File: src/rtl/sccb_pkg.sv
// Shared definitions for the SCCB responder: FSM states, default device ID and ACK level.
package sccb_pkg;

    typedef enum logic [3:0] {
        S_IDLE,
        S_ID,
        S_ID_ACK,
        S_SUB,
        S_SUB_ACK,
        S_DATA,
        S_DATA_ACK,
        S_RD_DATA,
        S_RD_NA,
        S_IGNORE
    } state_t;

    localparam logic [7:0] SCCBID_DEFAULT = 8'h60;
    localparam logic       ACK_LEVEL      = 1'b0;

    // Open-drain: the only way to put a 0 on SIO_D is to pull it low.
    function automatic logic pulls_low(input logic level);
        return level == 1'b0;
    endfunction

endpackage

File: src/rtl/sccb_line_sync.sv
// Synchronizer plus delay flop for one SCCB line; reports level and single-cycle rise/fall.
module sccb_line_sync #(
    parameter int STAGES = 2
) (
    input  logic clk,
    input  logic reset,
    input  logic i_line,
    output logic o_level,
    output logic o_rise,
    output logic o_fall
);

    logic [STAGES-1:0] r_sync;
    logic              r_dly;

    // Idle SCCB lines sit high, so reset to 1 to avoid a phantom edge on release.
    always_ff @(posedge clk or posedge reset) begin
        if (reset) begin
            r_sync <= '1;
            r_dly  <= 1'b1;
        end else begin
            // NOTE: non-blocking so every stage shifts from the previous cycle's value.
            r_sync <= {r_sync[STAGES-2:0], i_line};
            r_dly  <= r_sync[STAGES-1];
        end
    end

    assign o_level = r_sync[STAGES-1];
    assign o_rise  = r_sync[STAGES-1] & ~r_dly;
    assign o_fall  = ~r_sync[STAGES-1] & r_dly;

endmodule

File: src/rtl/sccb_slave.sv
// SCCB responder: decodes 3-phase/2-phase writes and 2-phase reads into a byte register port.
module sccb_slave
    import sccb_pkg::*;
#(
    parameter logic [7:0] SCCBID      = SCCBID_DEFAULT,
    parameter int         SYNC_STAGES = 2
) (
    input  logic       clk,
    input  logic       reset,
    input  logic       soic,
    input  logic       soid_i,
    output logic       soid_oe,
    output logic       wr_en,
    output logic [7:0] wr_addr,
    output logic [7:0] wr_data,
    output logic [7:0] rd_addr,
    input  logic [7:0] rd_data,
    output logic       busy
);

    logic w_c_lvl, w_c_rise, w_c_fall;
    logic w_d_lvl, w_d_rise, w_d_fall;

    sccb_line_sync #(.STAGES(SYNC_STAGES)) u_sync_c (
        .clk(clk), .reset(reset), .i_line(soic),
        .o_level(w_c_lvl), .o_rise(w_c_rise), .o_fall(w_c_fall)
    );

    sccb_line_sync #(.STAGES(SYNC_STAGES)) u_sync_d (
        .clk(clk), .reset(reset), .i_line(soid_i),
        .o_level(w_d_lvl), .o_rise(w_d_rise), .o_fall(w_d_fall)
    );

    state_t     r_state, w_state_nxt;
    logic [7:0] r_shift, w_shift_nxt;
    logic [2:0] r_cnt, w_cnt_nxt;
    logic       r_flag, w_flag_nxt;       // ACK states: 9th rise seen; RD_DATA: 8 bits sent
    logic       r_rd_mode, w_rd_mode_nxt;
    logic       r_oe, w_oe_nxt;
    logic       r_wr_en, w_wr_en_nxt;
    logic       w_sub_ld, w_wr_ld;
    logic [7:0] r_sub, r_wr_addr, r_wr_data;

    logic       w_start, w_stop, w_last_bit;
    logic [7:0] w_byte;

    assign w_start    = w_d_fall & w_c_lvl;
    assign w_stop     = w_d_rise & w_c_lvl;
    assign w_byte     = {r_shift[6:0], w_d_lvl};
    assign w_last_bit = (r_cnt == 3'd7);

    always_comb begin
        // NOTE: every output of this block gets a default first, so no path can infer a latch.
        w_state_nxt   = r_state;
        w_shift_nxt   = r_shift;
        w_cnt_nxt     = r_cnt;
        w_flag_nxt    = r_flag;
        w_rd_mode_nxt = r_rd_mode;
        w_oe_nxt      = r_oe;
        w_wr_en_nxt   = 1'b0;
        w_sub_ld      = 1'b0;
        w_wr_ld       = 1'b0;

        if (w_start) begin
            w_state_nxt = S_ID;
            w_cnt_nxt   = 3'd0;
            w_flag_nxt  = 1'b0;
            w_oe_nxt    = 1'b0;
        end else if (w_stop) begin
            w_state_nxt = S_IDLE;
            w_flag_nxt  = 1'b0;
            w_oe_nxt    = 1'b0;
        end else if (w_c_rise) begin
            case (r_state)
                S_ID, S_SUB, S_DATA: begin
                    w_shift_nxt = w_byte;
                    w_cnt_nxt   = r_cnt + 3'd1;
                    if (w_last_bit) begin
                        if (r_state == S_SUB) begin
                            w_state_nxt = S_SUB_ACK;
                            w_sub_ld    = 1'b1;
                        end else if (r_state == S_DATA) begin
                            w_state_nxt = S_DATA_ACK;
                            w_wr_en_nxt = 1'b1;
                            w_wr_ld     = 1'b1;
                        end else if (w_byte == {SCCBID[7:1], 1'b0}) begin
                            w_state_nxt   = S_ID_ACK;
                            w_rd_mode_nxt = 1'b0;
                        end else if (w_byte == {SCCBID[7:1], 1'b1}) begin
                            w_state_nxt   = S_ID_ACK;
                            w_rd_mode_nxt = 1'b1;
                        end else begin
                            w_state_nxt = S_IGNORE;
                        end
                    end
                end
                S_ID_ACK, S_SUB_ACK, S_DATA_ACK: w_flag_nxt = 1'b1;
                S_RD_DATA: begin
                    w_cnt_nxt = r_cnt + 3'd1;
                    if (w_last_bit) w_flag_nxt = 1'b1;
                end
                S_RD_NA: w_state_nxt = S_IGNORE;
                default: ;
            endcase
        end else if (w_c_fall) begin
            case (r_state)
                S_ID_ACK, S_SUB_ACK, S_DATA_ACK: begin
                    if (!r_flag) begin
                        w_oe_nxt = pulls_low(ACK_LEVEL);
                    end else begin
                        w_oe_nxt   = 1'b0;
                        w_flag_nxt = 1'b0;
                        w_cnt_nxt  = 3'd0;
                        if (r_state == S_SUB_ACK) begin
                            w_state_nxt = S_DATA;
                        end else if (r_state == S_DATA_ACK) begin
                            w_state_nxt = S_IGNORE;
                        end else if (r_rd_mode) begin
                            // Read data is captured on the fall ending the ID ACK and its MSB driven at once.
                            w_state_nxt = S_RD_DATA;
                            w_shift_nxt = rd_data;
                            w_oe_nxt    = pulls_low(rd_data[7]);
                        end else begin
                            w_state_nxt = S_SUB;
                        end
                    end
                end
                S_RD_DATA: begin
                    if (r_flag) begin
                        w_oe_nxt    = 1'b0;
                        w_flag_nxt  = 1'b0;
                        w_state_nxt = S_RD_NA;
                    end else begin
                        w_shift_nxt = {r_shift[6:0], 1'b0};
                        w_oe_nxt    = pulls_low(r_shift[6]);
                    end
                end
                default: ;
            endcase
        end
    end

    // NOTE: only control/data registers are reset here; there is no memory array to clear.
    always_ff @(posedge clk or posedge reset) begin
        if (reset) begin
            r_state   <= S_IDLE;
            r_shift   <= 8'h00;
            r_cnt     <= 3'd0;
            r_flag    <= 1'b0;
            r_rd_mode <= 1'b0;
            r_oe      <= 1'b0;
            r_wr_en   <= 1'b0;
            r_sub     <= 8'h00;
            r_wr_addr <= 8'h00;
            r_wr_data <= 8'h00;
        end else begin
            r_state   <= w_state_nxt;
            r_shift   <= w_shift_nxt;
            r_cnt     <= w_cnt_nxt;
            r_flag    <= w_flag_nxt;
            r_rd_mode <= w_rd_mode_nxt;
            r_oe      <= w_oe_nxt;
            r_wr_en   <= w_wr_en_nxt;
            if (w_sub_ld) r_sub <= w_byte;
            if (w_wr_ld) begin
                r_wr_addr <= r_sub;
                r_wr_data <= w_byte;
            end
        end
    end

    assign soid_oe = r_oe;
    assign wr_en   = r_wr_en;
    assign wr_addr = r_wr_addr;
    assign wr_data = r_wr_data;
    assign rd_addr = r_sub;
    assign busy    = (r_state != S_IDLE);

endmodule

File: config.mk
export PLATFORM = sky130hd
export DESIGN_NAME = sccb_slave
export DESIGN_NICKNAME = d
export VERILOG_FILES = /design/src/rtl/sccb_pkg.sv /design/src/rtl/sccb_line_sync.sv /design/src/rtl/sccb_slave.sv
export SDC_FILE = /design/constraint.sdc
export NUM_CORES = 1
export LEC_CHECK = 0
export BUFFER_PORTS_ARGS = -buffer_cell sky130_fd_sc_hd__buf_2
export CORE_MARGIN = 1.5
export CORE_UTILIZATION = 60
export DETAILED_ROUTE_END_ITERATION = 8
export HOLD_SLACK_MARGIN = 0.12
export MAX_ROUTING_LAYER = met4
export PLACE_DENSITY = 0.87
export SYNTH_ARGS = -nofsm -noshare
export SYNTH_HDL_FRONTEND = slang
export SYNTH_SLANG_ARGS = --single-unit
File: constraint.sdc
create_clock -name clk -period 5.8 [get_ports clk]
set_input_delay 0.58 -clock clk [delete_from_list [all_inputs] [get_ports clk]]
set_output_delay 0.58 -clock clk [all_outputs]
set_load 0.02 [all_outputs]
# Word level (Yosys, flattened, before mapping)
# Cells that the tools add are included.
# word_totals
regBits	48
in_bits	12
out_inout_bits	27
word_cells	143
# op_classes
bitwise_logic	16
add_sub_neg	1
n_reduce_logical	22
mux	64
n_eq_ne	26
# op_table
operator	count
7-bit two-way mux	8
4-bit two-way mux	13
1-bit two-way mux	30
3-bit two-way mux	8
5-bit inequality test (second input constant)	4
4-bit by 3-bit == test with 1-bit output (second input constant)	4
8-bit by 7-bit == test with 1-bit output (second input constant)	2
4-bit case mux with 2 select lines	2
4-bit nonzero test	4
3-bit by 2-bit inequality test with 1-bit output (second input constant)	5
3-bit nonzero test	5
7-bit case mux with 2 select lines	1
5-bit by 4-bit inequality test with 1-bit output (second input constant)	2
1-bit NOT	10
10-bit AND reduction	1
4-bit by 2-bit == test with 1-bit output (second input constant)	2
8-bit AND reduction	1
4-bit OR reduction	2
1-bit bitwise AND	6
3-bit inequality test (second input constant)	2
6-bit AND reduction	1
3-bit OR reduction	2
5-bit AND reduction	1
5-bit nonzero test	1
9 further kinds	12

# Longest topological paths before layout
# logic_depth
depth_word	10
mapped_depth	8
depth_no_buf	6

# Hierarchy
# Synthesis repeated with hierarchy kept, for this count alone.
# unflattened
hier_cells	203
hier_area_um2	2393.5
# modules_own_cells
module	cells_per_inst	instances	seq_area_each_um2	area_each_um2
sccb_slave	191	1	1051.0	2198.4
sccb_line_sync	6	2	78.8	97.6

# Least setup slack after synthesis
# OpenSTA, ideal clock, no wires.
# synth_timing
path_type	flip-flop to flip-flop
from	register u_sync_c.r_sync[1]
to	register r_wr_addr[0], in the netlist wr_addr[0]
synth_period_minus_slack_ns	2.261
path_slack_ns	3.539
path_stages_with_launch	7
t_arrival_ns	2.136
cell_sequence	dfstp_2 -> ha_1 -> clkbuf_1 -> nand2_1 -> nor4_4 -> buf_6 -> mux2_2
# synth_between
elab_chain_cells	4
word_cells_on_any_way	6
classes_between	mux (3); bitwise (3)
# synth_lines
item	line	rtl
start, declared	sccb_line_sync.sv:13	logic [STAGES-1:0] r_sync;
start signal, assigned	sccb_line_sync.sv:23	r_sync <= {r_sync[STAGES-2:0], i_line};
1-bit bitwise AND	sccb_line_sync.sv:29	assign o_rise = r_sync[STAGES-1] & ~r_dly;
1-bit two-way mux (2 in series)	-	
1-bit two-way mux (*)	-	
net w_wr_en_nxt	sccb_slave.sv:40	logic r_wr_en, w_wr_en_nxt;
end signal, assigned	sccb_slave.sv:166	r_wr_addr <= r_sub;
end, declared	sccb_slave.sv:42	logic [7:0] r_sub, r_wr_addr, r_wr_data;
# Mark *: on every way through the listed nets, which the timed path passes. The rest lies on a longest branch.
# A chain may end at the register's enable or synchronous reset.

# Worst setup path after layout
# layout_timing
from	register u_sync_c.r_sync[1]
to	register r_wr_addr[5], in the netlist wr_addr[5]
# layout_between
elab_chain_cells	4
word_cells_on_any_way	6
classes_between	mux (3); bitwise (3)
# layout_lines
item	line	rtl
1-bit bitwise AND	sccb_line_sync.sv:29	
1-bit two-way mux	sccb_slave.sv:73	end else if (w_c_rise) begin
1-bit two-way mux	sccb_slave.sv:69	end else if (w_stop) begin
1-bit two-way mux (*)	sccb_slave.sv:64	if (w_start) begin
# Every way passes the cells marked *; elsewhere a longest branch is shown, timed or not.

==> metrics <==
Crit path largest cell delay=0.93 ns; pin count of the biggest net entering global routing=49; sequential fraction of the synthesis area=0.4949; post-synth top area cell=dfrtp_1; Worst Path Arrival=between 3 and 4 ns; IO Count=39; first-iteration detailed-routing DRC count=between 150 and 200; Worst-path clk slew=about 0.090 ns; Initial Utilization=0.6195; wire per inst=around 18 µm; drt via density=roughly 6.1; post-DP HPWL=~3500 µm; row count=23; Diodes inserted=0; CTS Buffer Depth=2; post-route setup TNS=0 ns; # DRC=0; HP Start=u_sync_d.r_sync[0]; asr flop ratio synth=1.000; max frequency=340.3 MHz; 1st-pass router iterations=4; # hold bufs at CTS=0; max-slew violation count=0; Total GRT Usage=0.2572; status=finished, final reports clean; vias in the first global route=approximately 1700; Critical Path End Type=register; Mapped Area=approximately 2400 µm²; Synth area leaders=dfrtp_1 (43%), mux2_2 (17%), dfstp_2 (6.5%); root buffer cell=clkbuf_8; Vias=~1700; slew margin rel.=0.2864; PD cells=319.7 nW/µm²; worst endpoint required time=around 6 ns; Worst Hold Class=register to register; Resize count post-CTS=0; worst hold margin=about 0.36 ns; Die ar.=around 4500 µm²; worst flop-to-flop path startpoint=u_sync_c.r_sync[1]; PortBufs=38; Inst Count DP=~280; final cell count without fillers=~290; Yosys reg bits=48; Worst-Margin Slew=1.062 ns; Net Sw Power=between 200 and 300 µW; post-synth top area share=0.4303; slowest CP cell=nor4_4; Synth Net Count=215; CP Max Fanout=20; Period minus WS final=2.939 ns; initial antenna violation count=0; Syn Area/Cell=12.27 µm²; Area Growth Syn to Fin=14.04%; clock sink count=between 40 and 50; Die W=about 67 µm; cell-internal power=622.7 µW; final setup fails=0; CP Launch Type=register; RSZ-0062 raised after global routing=no; layout cells sized above 1=0.4093; critical path startpoint=u_sync_c.r_sync[1]; VDD IR max=around 240 µV; overall power=approximately 900 µW; nets=252; CTS tree=done; prevailing post-synth register cell=dfrtp_1; GRT overflow=0; sequential power share=0.495; Fin. Hold Viols=0; Logic pwr share=0.182; Mapped Cells=approximately 200; Worst Skew=0.006460 ns; first-pass GRT wire length=between 8000 and 9000 µm; synth warn=0; drt total wl=5150 µm; crit path cell chain=ha_1 > nand2_1 > nor4_4 > mux2_2; Max-Cap Viols=0; gpl congestion=between 0.8 and 0.9; CTS Buf Count=5; Core ar.=~3900 µm²; final period utilization=0.5066; Switching Fraction=0.3007; Setup Crit Path Kind=register to register; htree depth=2; Post-synth EDFFs=0; Worst-Skew Late Latency=about 0.30 ns; ANT nets after route=0; setup bufs post-CTS=0; Yosys cell types=52; P_leak=around 1.4 nW; die height=66.80 µm; Clock power frac=0.324
synth_stat cells, drive strengths merged (4+ instances only):
library cell and instances:
mux2i 4, o21ai 5, nand2b 7, dfrtp 42
o2111ai 4, nand2 6, a21oi 5, mux2 38
nor2b 4, inv 12, ha 4, buf 4
clkbuf 4, nand3 5, dfstp 6
power by group through the flow:
stage,clock network (mW),registers [mW],logic [mW]
after floorplan,0,0.411,0.140
after global placement,0,0.440,0.151
after detailed placement,0,0.445,0.158
after CTS,0.291,0.437,0.160
after global routing,0.303,0.447,0.175
final,0.288,0.441,0.162
placed cells by master (no fill, tap or decap), types with 2 or more instances in the layout:
master,netlist,layout
a21boi_0,2,2
a21oi_1,5,5
a22oi_1,2,2
and3_1,2,2
buf_2,2,38
bufinv_16,0,2
clkbuf_8,0,5
dfrtp_1,42,42
dfstp_2,6,6
ha_1,4,4
inv_1,12,11
mux2_2,37,37
mux2i_1,4,4
nand2_1,6,6
nand2b_1,7,7
nand3_1,5,5
nand3b_1,2,2
nor2_1,3,3
nor2b_1,4,4
nor3_1,2,2
nor4_4,2,2
nor4bb_1,3,3
o2111ai_1,3,3
o21ai_0,5,5
o221ai_1,2,2
o31a_1,2,2
o31ai_1,2,2
xor2_1,3,3
routing by layer:
metal	part of all wire	track usage	wire, µm	vias up
li1	-	-	-	809
met1	0.44	0.3401	2272	861
met2	0.50	0.4063	2577	61
met3	0.042	0.04392	218	10
met4	0.016	0.08673	82	0
met5	0	-	0	-
area by class of cell:
class / count / area (µm²)
Inverter: 12 / 45.04
Timing Repair Buffer: 38 / 190.2
Tap cell: 50 / 62.56
Clock inverter: 3 / 68.82
Multi-Input combinational cell: 131 / 1141
Fill cell: 279 / 1157
Clock buffer: 5 / 68.82
Sequential cell: 48 / 1209
path summary, 6_finish.rpt:
check / to / slack (ns) / cells past startpoint
max: wr_addr[5] / 2.86 / 4
min reg2reg: u_sync_d.r_sync[1] / 0.36 / 0
min in group asynchronous: wr_data[0] / 0.50 / 2
max reg2reg: wr_addr[5] / 2.86 / 4
max in group asynchronous: wr_data[7] / 4.70 / 2
min: u_sync_d.r_sync[1] / 0.36 / 0
cells by family (layout without fill, tap and decap cells):
logic type,count (synthesis),in the layout,synth area share
buffers and inverters,20,58,0.03791
and+or+nand+nor,44,44,0.1219
DFF,48,48,0.4949
muxes,42,42,0.1916
xor gates and xnor gates,3,3,0.01076
AOI/OAI and AO/OA,38,38,0.1224
adders and majority gates,4,4,0.02049
worst max-delay path: cells and delay by family, from the launching register on:
family	cells	cell delay [ns]
mux	1	0.43
fa+ha+maj	1	0.56
simple gates	2	1.24
flops	1	0.60
sequential cells by signal (all words and copies together), names as in the netlist:
signal,cells
r_shift,7
r_cnt,3
u_sync_d.r_dly,1
u_sync_d.r_sync,2
r_flag,1
r_rd_mode,1
soid_oe,1
u_sync_c.r_dly,1
wr_addr,8
wr_data,8
r_state,4
rd_addr,8
u_sync_c.r_sync,2
wr_en,1
metrics by stage:
| stage | util | cell area (µm²) | setup slack [ns] |
|---|---|---|---|
| 2_1_floorplan | - | 2442 | 3.539 |
| 4_1_cts | 0.7064 | 2785 | 2.859 |
| 5_1_grt | 0.7064 | 2785 | 2.697 |
| 6_report | 0.7064 | 2785 | 2.861 |
| 3_5_place_dp | 0.6715 | 2648 | 2.889 |
| 3_3_place_gp | 0.6715 | 2648 | 2.945 |
No activity file was read; power rests on OpenSTA's default activity.
